## src/rtl/varredura_colunas_if.sv

```systemverilog
// Column-scan bus for the LED matrix driver.
// Writer side drives enable/pattern; scanner drives the matrix pins.
interface varredura_colunas_if #(
  parameter int N_COLUNAS = 5,
  parameter int N_LINHAS  = 7
);
  localparam int IW = (N_COLUNAS > 1) ? $clog2(N_COLUNAS) : 1;

  logic                            habilitar;
  logic [N_COLUNAS*N_LINHAS-1:0]   dados_matriz;
  logic [N_COLUNAS-1:0]            colunas;
  logic [N_LINHAS-1:0]             linhas;
  logic [IW-1:0]                   coluna_atual;
  logic                            fim_quadro;

  modport master (
    output habilitar,
    output dados_matriz,
    input  colunas,
    input  linhas,
    input  coluna_atual,
    input  fim_quadro
  );

  modport slave (
    input  habilitar,
    input  dados_matriz,
    output colunas,
    output linhas,
    output coluna_atual,
    output fim_quadro
  );
endinterface

```

## src/rtl/varredura_colunas.sv

```systemverilog
// Column-scan driver for the LED matrix.
// Snapshots the pattern per frame, lights one column at a time.
module varredura_colunas #(
  parameter int N_COLUNAS     = 5,
  parameter int N_LINHAS      = 7,
  parameter int TEMPO_APAGADO = 2,
  parameter int TEMPO_ACESO   = 50000
) (
  input  logic                 clk,
  input  logic                 reset,
  varredura_colunas_if.slave   bus
);
  localparam int NB   = N_COLUNAS * N_LINHAS;
  localparam int IW   = (N_COLUNAS > 1) ? $clog2(N_COLUNAS) : 1;
  localparam int TMAX = (TEMPO_APAGADO > TEMPO_ACESO) ?
                        TEMPO_APAGADO : TEMPO_ACESO;
  localparam int CW   = (TMAX > 1) ? $clog2(TMAX) : 1;

  localparam logic [CW-1:0] FIM_APAG = CW'(TEMPO_APAGADO - 1);
  localparam logic [CW-1:0] FIM_ACES = CW'(TEMPO_ACESO - 1);
  localparam logic [IW-1:0] ULTIMA   = IW'(N_COLUNAS - 1);
  localparam logic [N_COLUNAS-1:0] UM = N_COLUNAS'(1);

  typedef enum logic [1:0] {
    OCIOSO,
    APAGADO,
    ACESO
  } estado_t;

  estado_t             estado, prox_estado;
  logic [IW-1:0]       idx, prox_idx;
  logic [CW-1:0]       cnt, prox_cnt;
  logic [NB-1:0]       snap, prox_snap;
  logic [N_COLUNAS-1:0] col_q, prox_col;
  logic [N_LINHAS-1:0] lin_q, prox_lin;
  logic                fim_q, prox_fim;

  // State and registered outputs; reset forces the matrix dark at once.
  always_ff @(posedge clk or posedge reset) begin
    if (reset) begin
      estado <= OCIOSO;
      idx    <= '0;
      cnt    <= '0;
      snap   <= '0;
      col_q  <= '0;
      lin_q  <= '1;
      fim_q  <= 1'b0;
    end else begin
      estado <= prox_estado;
      idx    <= prox_idx;
      cnt    <= prox_cnt;
      snap   <= prox_snap;
      col_q  <= prox_col;
      lin_q  <= prox_lin;
      fim_q  <= prox_fim;
    end
  end

  // Next state; column and rows are chosen together so no partial column shows.
  always_comb begin
    prox_estado = estado;
    prox_idx    = idx;
    prox_cnt    = cnt;
    prox_snap   = snap;
    prox_col    = '0;
    prox_lin    = '1;
    prox_fim    = 1'b0;
    if (!bus.habilitar) begin
      prox_estado = OCIOSO;
      prox_idx    = '0;
      prox_cnt    = '0;
    end else begin
      case (estado)
        OCIOSO: begin
          prox_snap   = bus.dados_matriz;
          prox_idx    = '0;
          prox_cnt    = '0;
          prox_estado = APAGADO;
        end
        APAGADO: begin
          if (cnt == FIM_APAG) begin
            prox_cnt    = '0;
            prox_estado = ACESO;
            prox_col    = UM << idx;
            prox_lin    = ~snap[idx*N_LINHAS +: N_LINHAS];
          end else begin
            prox_cnt = cnt + 1'b1;
          end
        end
        ACESO: begin
          if (cnt == FIM_ACES) begin
            prox_cnt    = '0;
            prox_estado = APAGADO;
            if (idx == ULTIMA) begin
              prox_idx  = '0;
              prox_snap = bus.dados_matriz;
              prox_fim  = 1'b1;
            end else begin
              prox_idx = idx + 1'b1;
            end
          end else begin
            prox_cnt = cnt + 1'b1;
            prox_col = col_q;
            prox_lin = lin_q;
          end
        end
        default: begin
          prox_estado = OCIOSO;
          prox_idx    = '0;
          prox_cnt    = '0;
        end
      endcase
    end
  end

  assign bus.colunas      = col_q;
  assign bus.linhas       = lin_q;
  assign bus.coluna_atual = idx;
  assign bus.fim_quadro   = fim_q;
endmodule

```

## src/flat_wrapper.sv

```systemverilog
// flat-port wrapper written by rule: the top's interface ports become plain ports
module varredura_colunas_flat 
#(
  parameter int N_COLUNAS     = 5,
  parameter int N_LINHAS      = 7,
  parameter int TEMPO_APAGADO = 2,
  parameter int TEMPO_ACESO   = 50000
)
  (clk, reset, bus_habilitar, bus_dados_matriz, bus_colunas, bus_linhas, bus_coluna_atual, bus_fim_quadro);
  varredura_colunas_if #(.N_COLUNAS(N_COLUNAS), .N_LINHAS(N_LINHAS)) bus_i ();
  input  logic clk;
  input  logic reset;
  input wire logic [$bits(bus_i.habilitar)-1:0] bus_habilitar;
  input wire logic [$bits(bus_i.dados_matriz)-1:0] bus_dados_matriz;
  output wire logic [$bits(bus_i.colunas)-1:0] bus_colunas;
  output wire logic [$bits(bus_i.linhas)-1:0] bus_linhas;
  output wire logic [$bits(bus_i.coluna_atual)-1:0] bus_coluna_atual;
  output wire logic [$bits(bus_i.fim_quadro)-1:0] bus_fim_quadro;
  assign bus_i.habilitar = bus_habilitar;
  assign bus_i.dados_matriz = bus_dados_matriz;
  assign bus_colunas = bus_i.colunas;
  assign bus_linhas = bus_i.linhas;
  assign bus_coluna_atual = bus_i.coluna_atual;
  assign bus_fim_quadro = bus_i.fim_quadro;
  varredura_colunas #(.N_COLUNAS(N_COLUNAS), .N_LINHAS(N_LINHAS), .TEMPO_APAGADO(TEMPO_APAGADO), .TEMPO_ACESO(TEMPO_ACESO)) u_core (.clk(clk), .reset(reset), .bus(bus_i));
endmodule
```

## config.mk

```make
export PLATFORM = sky130hd
export DESIGN_NAME = varredura_colunas_flat
export DESIGN_NICKNAME = d
export VERILOG_FILES = /design/src/rtl/varredura_colunas_if.sv /design/src/rtl/varredura_colunas.sv /design/src/flat_wrapper.sv
export SDC_FILE = /design/constraint.sdc
export NUM_CORES = 1
export LEC_CHECK = 0
export CORE_MARGIN = 2
export CORE_UTILIZATION = 50
export CTS_CLUSTER_DIAMETER = 40
export DETAILED_ROUTE_END_ITERATION = 8
export PLACE_DENSITY = 0.76
export SYNTH_ARGS = -nofsm -noshare
export SYNTH_HDL_FRONTEND = slang
export SYNTH_SLANG_ARGS = --single-unit
```

## constraint.sdc

```tcl
create_clock -name clk -period 2.25 [get_ports clk]
set_input_delay 0.45 -clock clk [delete_from_list [all_inputs] [get_ports clk]]
set_output_delay 0.45 -clock clk [all_outputs]
set_load 0.005 [all_outputs]
```

==> summary.txt <==
Synth cell types: 38
Tmin final: 2.01 ns
total global-route track usage: 0.248
most common cell after layout, fill and taps aside: dfrtp_1
Worst Path Arrival: 1.56 ns
hold buffer count at cts: 0
status: complete, no violations
Max transition margin: 0.647
Clock Tree Root: clkbuf_8
Cell Pwr Density: 881 nW/um^2
met2 usage: 0.386
routability cong.: 0.791
Fin. Hold Viols: 0
cell taking the most area after synthesis: dfrtp_1
Clock transition at path regs: 0.08 ns
RSZ-0062 raised after global routing: no
Multi-input gate area: 2160 sq um
crit-path max FO: 13
Net Sw Frac: 0.353
largest cells by area after synthesis: dfrtp_1 (38%), nand4_1 (6.7%), o211ai_1 (6.4%), nand3_1 (5.9%), and3_1 (5.5%)
crit end category: output pin
filler cell count: 694
Top Family by Delay on Critical Path: flip-flops
WL/cell: 17.4 um
Worst path max stage delay: 0.62 ns
HPWL Detailed: 6.73 mm
CTS sink cnt: 69
final cycle utilization of the critical path: 0.893
Layout Skew: 0.00832 ns
Max Cap Viol: 0
hold slack final: 0.489 ns
Vias/cell: 6.28
area added between synthesis and finish: 21.3%
Netlist Area Pre-Place: 4100 sq um
clk buf depth: 2
# diodes: 0
first-pass GRT wire length: 17.4 mm
Post-layout nets: 542
Post CTS Setup Buffer Count: 0
Reg power frac: 0.433
vias post-DR: 3792
Syn Area/Cell: 9.04 sq um
final instance area: 4980 sq um
drt pass-1 iters: 5
met1 usage: 0.347
Post-Syn Nets: 502
met3 Use GR: 0.0375
fmax: 498 MHz
most frequent cells in the layout: dfrtp_1 (62), clkdlybuf4s50_1 (53), nand3_1 (48)
DRT Wirelength: 10.5 mm
Initial Utilization: 0.507
grt ovf: 0
clk_lat worst skew: 0.35 ns
Int Power: 2.84 mW
Die Ht: 94.6 um
first-iteration detailed-routing DRC count: 314
peak supply drop: 0.000552 V
pre-CTS WS: 0.304 ns
Ys Warns: 0
Final Core Density: 0.615
Core Box Area: 8090 sq um
die width: 94.6 um
largest net degree at the start of global routing: 71
Sw Pwr: 1.55 mW
setup violators final: 0
ratio of cells with drive above 1 in the final layout: 0.112
DRT antenna net count: 0
Std-Cell Rows: 33
dpl cell area: 4770 sq um
Comb pwr share: 0.319
CTS tree: built
Sum Neg Setup Slack: 0 ns
Slew Limit Fails: 0
CP Cell Sequence: clkdlybuf4s50_1
leakage power: 2.05 nW
CP Class: reg2out
io pins: 54
#FFs+latches synth: 69
area fraction of the dominant cell type after synthesis: 0.378
post-cts resize count: 0
clock power share: 0.249
H-tree Lvls: 3
Total Power: 4.39 mW
class of the worst hold path: in2async
CTS Buf Count: 9
CP max stage cell: dfrtp_1
post-route insts no fill: 604
GR peak layer: met2
final setup margin: 0.241 ns
required time of the critical path: 1.80 ns
die area: 8950 sq um
Crit path buffers/inverters: 1
FF/Latch Area: 1740 sq um
Least-Margin Pin Slew: 0.528 ns
Gate Count Post-Synth: 454
initial antenna violation count: 0
vias in the first global route: 3542
post-synthesis sequential area ratio: 0.423
IO buf count: 53
dpl cells: 588
drt drc: 0
Startpoint Class: register
routing by layer:
| layer | up-vias | share of wire |
|---|---|---|
| met5 | - | 0 |
| li1 | 1777 | - |
| met2 | 139 | 0.47 |
| met4 | 0 | 0.023 |
| met3 | 21 | 0.055 |
| met1 | 1855 | 0.45 |
synthesized netlist by cell type:
library cell / instances
mux4_2: 7
mux2_2: 2
or3_1: 2
and3_1: 36
nand4_1: 44
a41o_1: 1
clkbuf_1: 27
a21oi_1: 44
inv_1: 10
dfstp_2: 7
and2_1: 2
o21ai_2: 1
clkinv_1: 1
mux2i_1: 3
nand3_1: 48
xnor2_1: 8
buf_1: 3
o211ai_1: 35
nor2_1: 27
nor4_1: 2
ha_1: 10
o41ai_1: 1
nor4_4: 1
a22o_1: 2
o21ai_0: 4
nor3_2: 1
nor3_4: 1
dfrtp_1: 62
or4b_2: 1
a41oi_1: 2
nand2_1: 31
nor4b_1: 1
a41oi_2: 1
buf_2: 12
nor3_1: 3
nor2b_1: 3
xor2_1: 4
and4_1: 4
final timing paths:
kind / start / to / slack (ns) / cells after the start
max in group asynchronous: reset / u_core.bus.linhas[0]$_DFFE_PP1P_ / 1.43 / 3
min: reset / u_core.cnt[7]$_DFF_PP0_ / 0.49 / 3
max: u_core.bus.coluna_atual[2]$_DFFE_PP0P_ / bus_coluna_atual[2] / 0.24 / 1
max reg2reg: u_core.cnt[0]$_DFF_PP0_ / u_core.bus.colunas[4]$_DFFE_PP0P_ / 0.28 / 5
min in group clk: u_core.bus.colunas[0]$_DFFE_PP0P_ / u_core.bus.colunas[0]$_DFFE_PP0P_ / 0.49 / 2
min reg2reg: u_core.bus.colunas[0]$_DFFE_PP0P_ / u_core.bus.colunas[0]$_DFFE_PP0P_ / 0.49 / 2
power by group through the flow:
stage / logic [mW] / clock network [mW] / registers (mW)
final: 1.40 / 1.09 / 1.90
after global routing: 1.55 / 1.15 / 1.94
after CTS: 1.39 / 1.10 / 1.89
after detailed placement: 1.38 / 0 / 1.91
after global placement: 1.34 / 0 / 1.88
after floorplan: 1.02 / 0 / 1.80
layout make-up:
class | instances | area share
Tap cell | 105 | 0.0264
Inverter | 11 | 0.00829
Timing Repair Buffer | 71 | 0.141
Clock inverter | 5 | 0.0151
Clock buffer | 11 | 0.0264
Sequential cell | 69 | 0.349
Multi-Input combinational cell | 332 | 0.434
cell families (layout without fill, tap and decap cells):
family,after synthesis,count (layout),share of synthesized area
xor gates and xnor gates,12,12,0.0256
and+or+nand+nor,207,207,0.276
buffers and inverters,53,98,0.0522
DFF,69,69,0.423
adders and majority gates,10,10,0.0305
muxes,12,12,0.0512
AOI/OAI and AO/OA,91,91,0.142
flip-flops by register name, summed over array words and instances, names as in the netlist:
signal and cells:
u_core.bus.colunas 5, u_core.snap 35, u_core.estado 2, u_core.cnt 16, u_core.bus.linhas 7, u_core.bus.coluna_atual 3
u_core.bus.fim_quadro 1
Power figures use the tool's default switching activity.
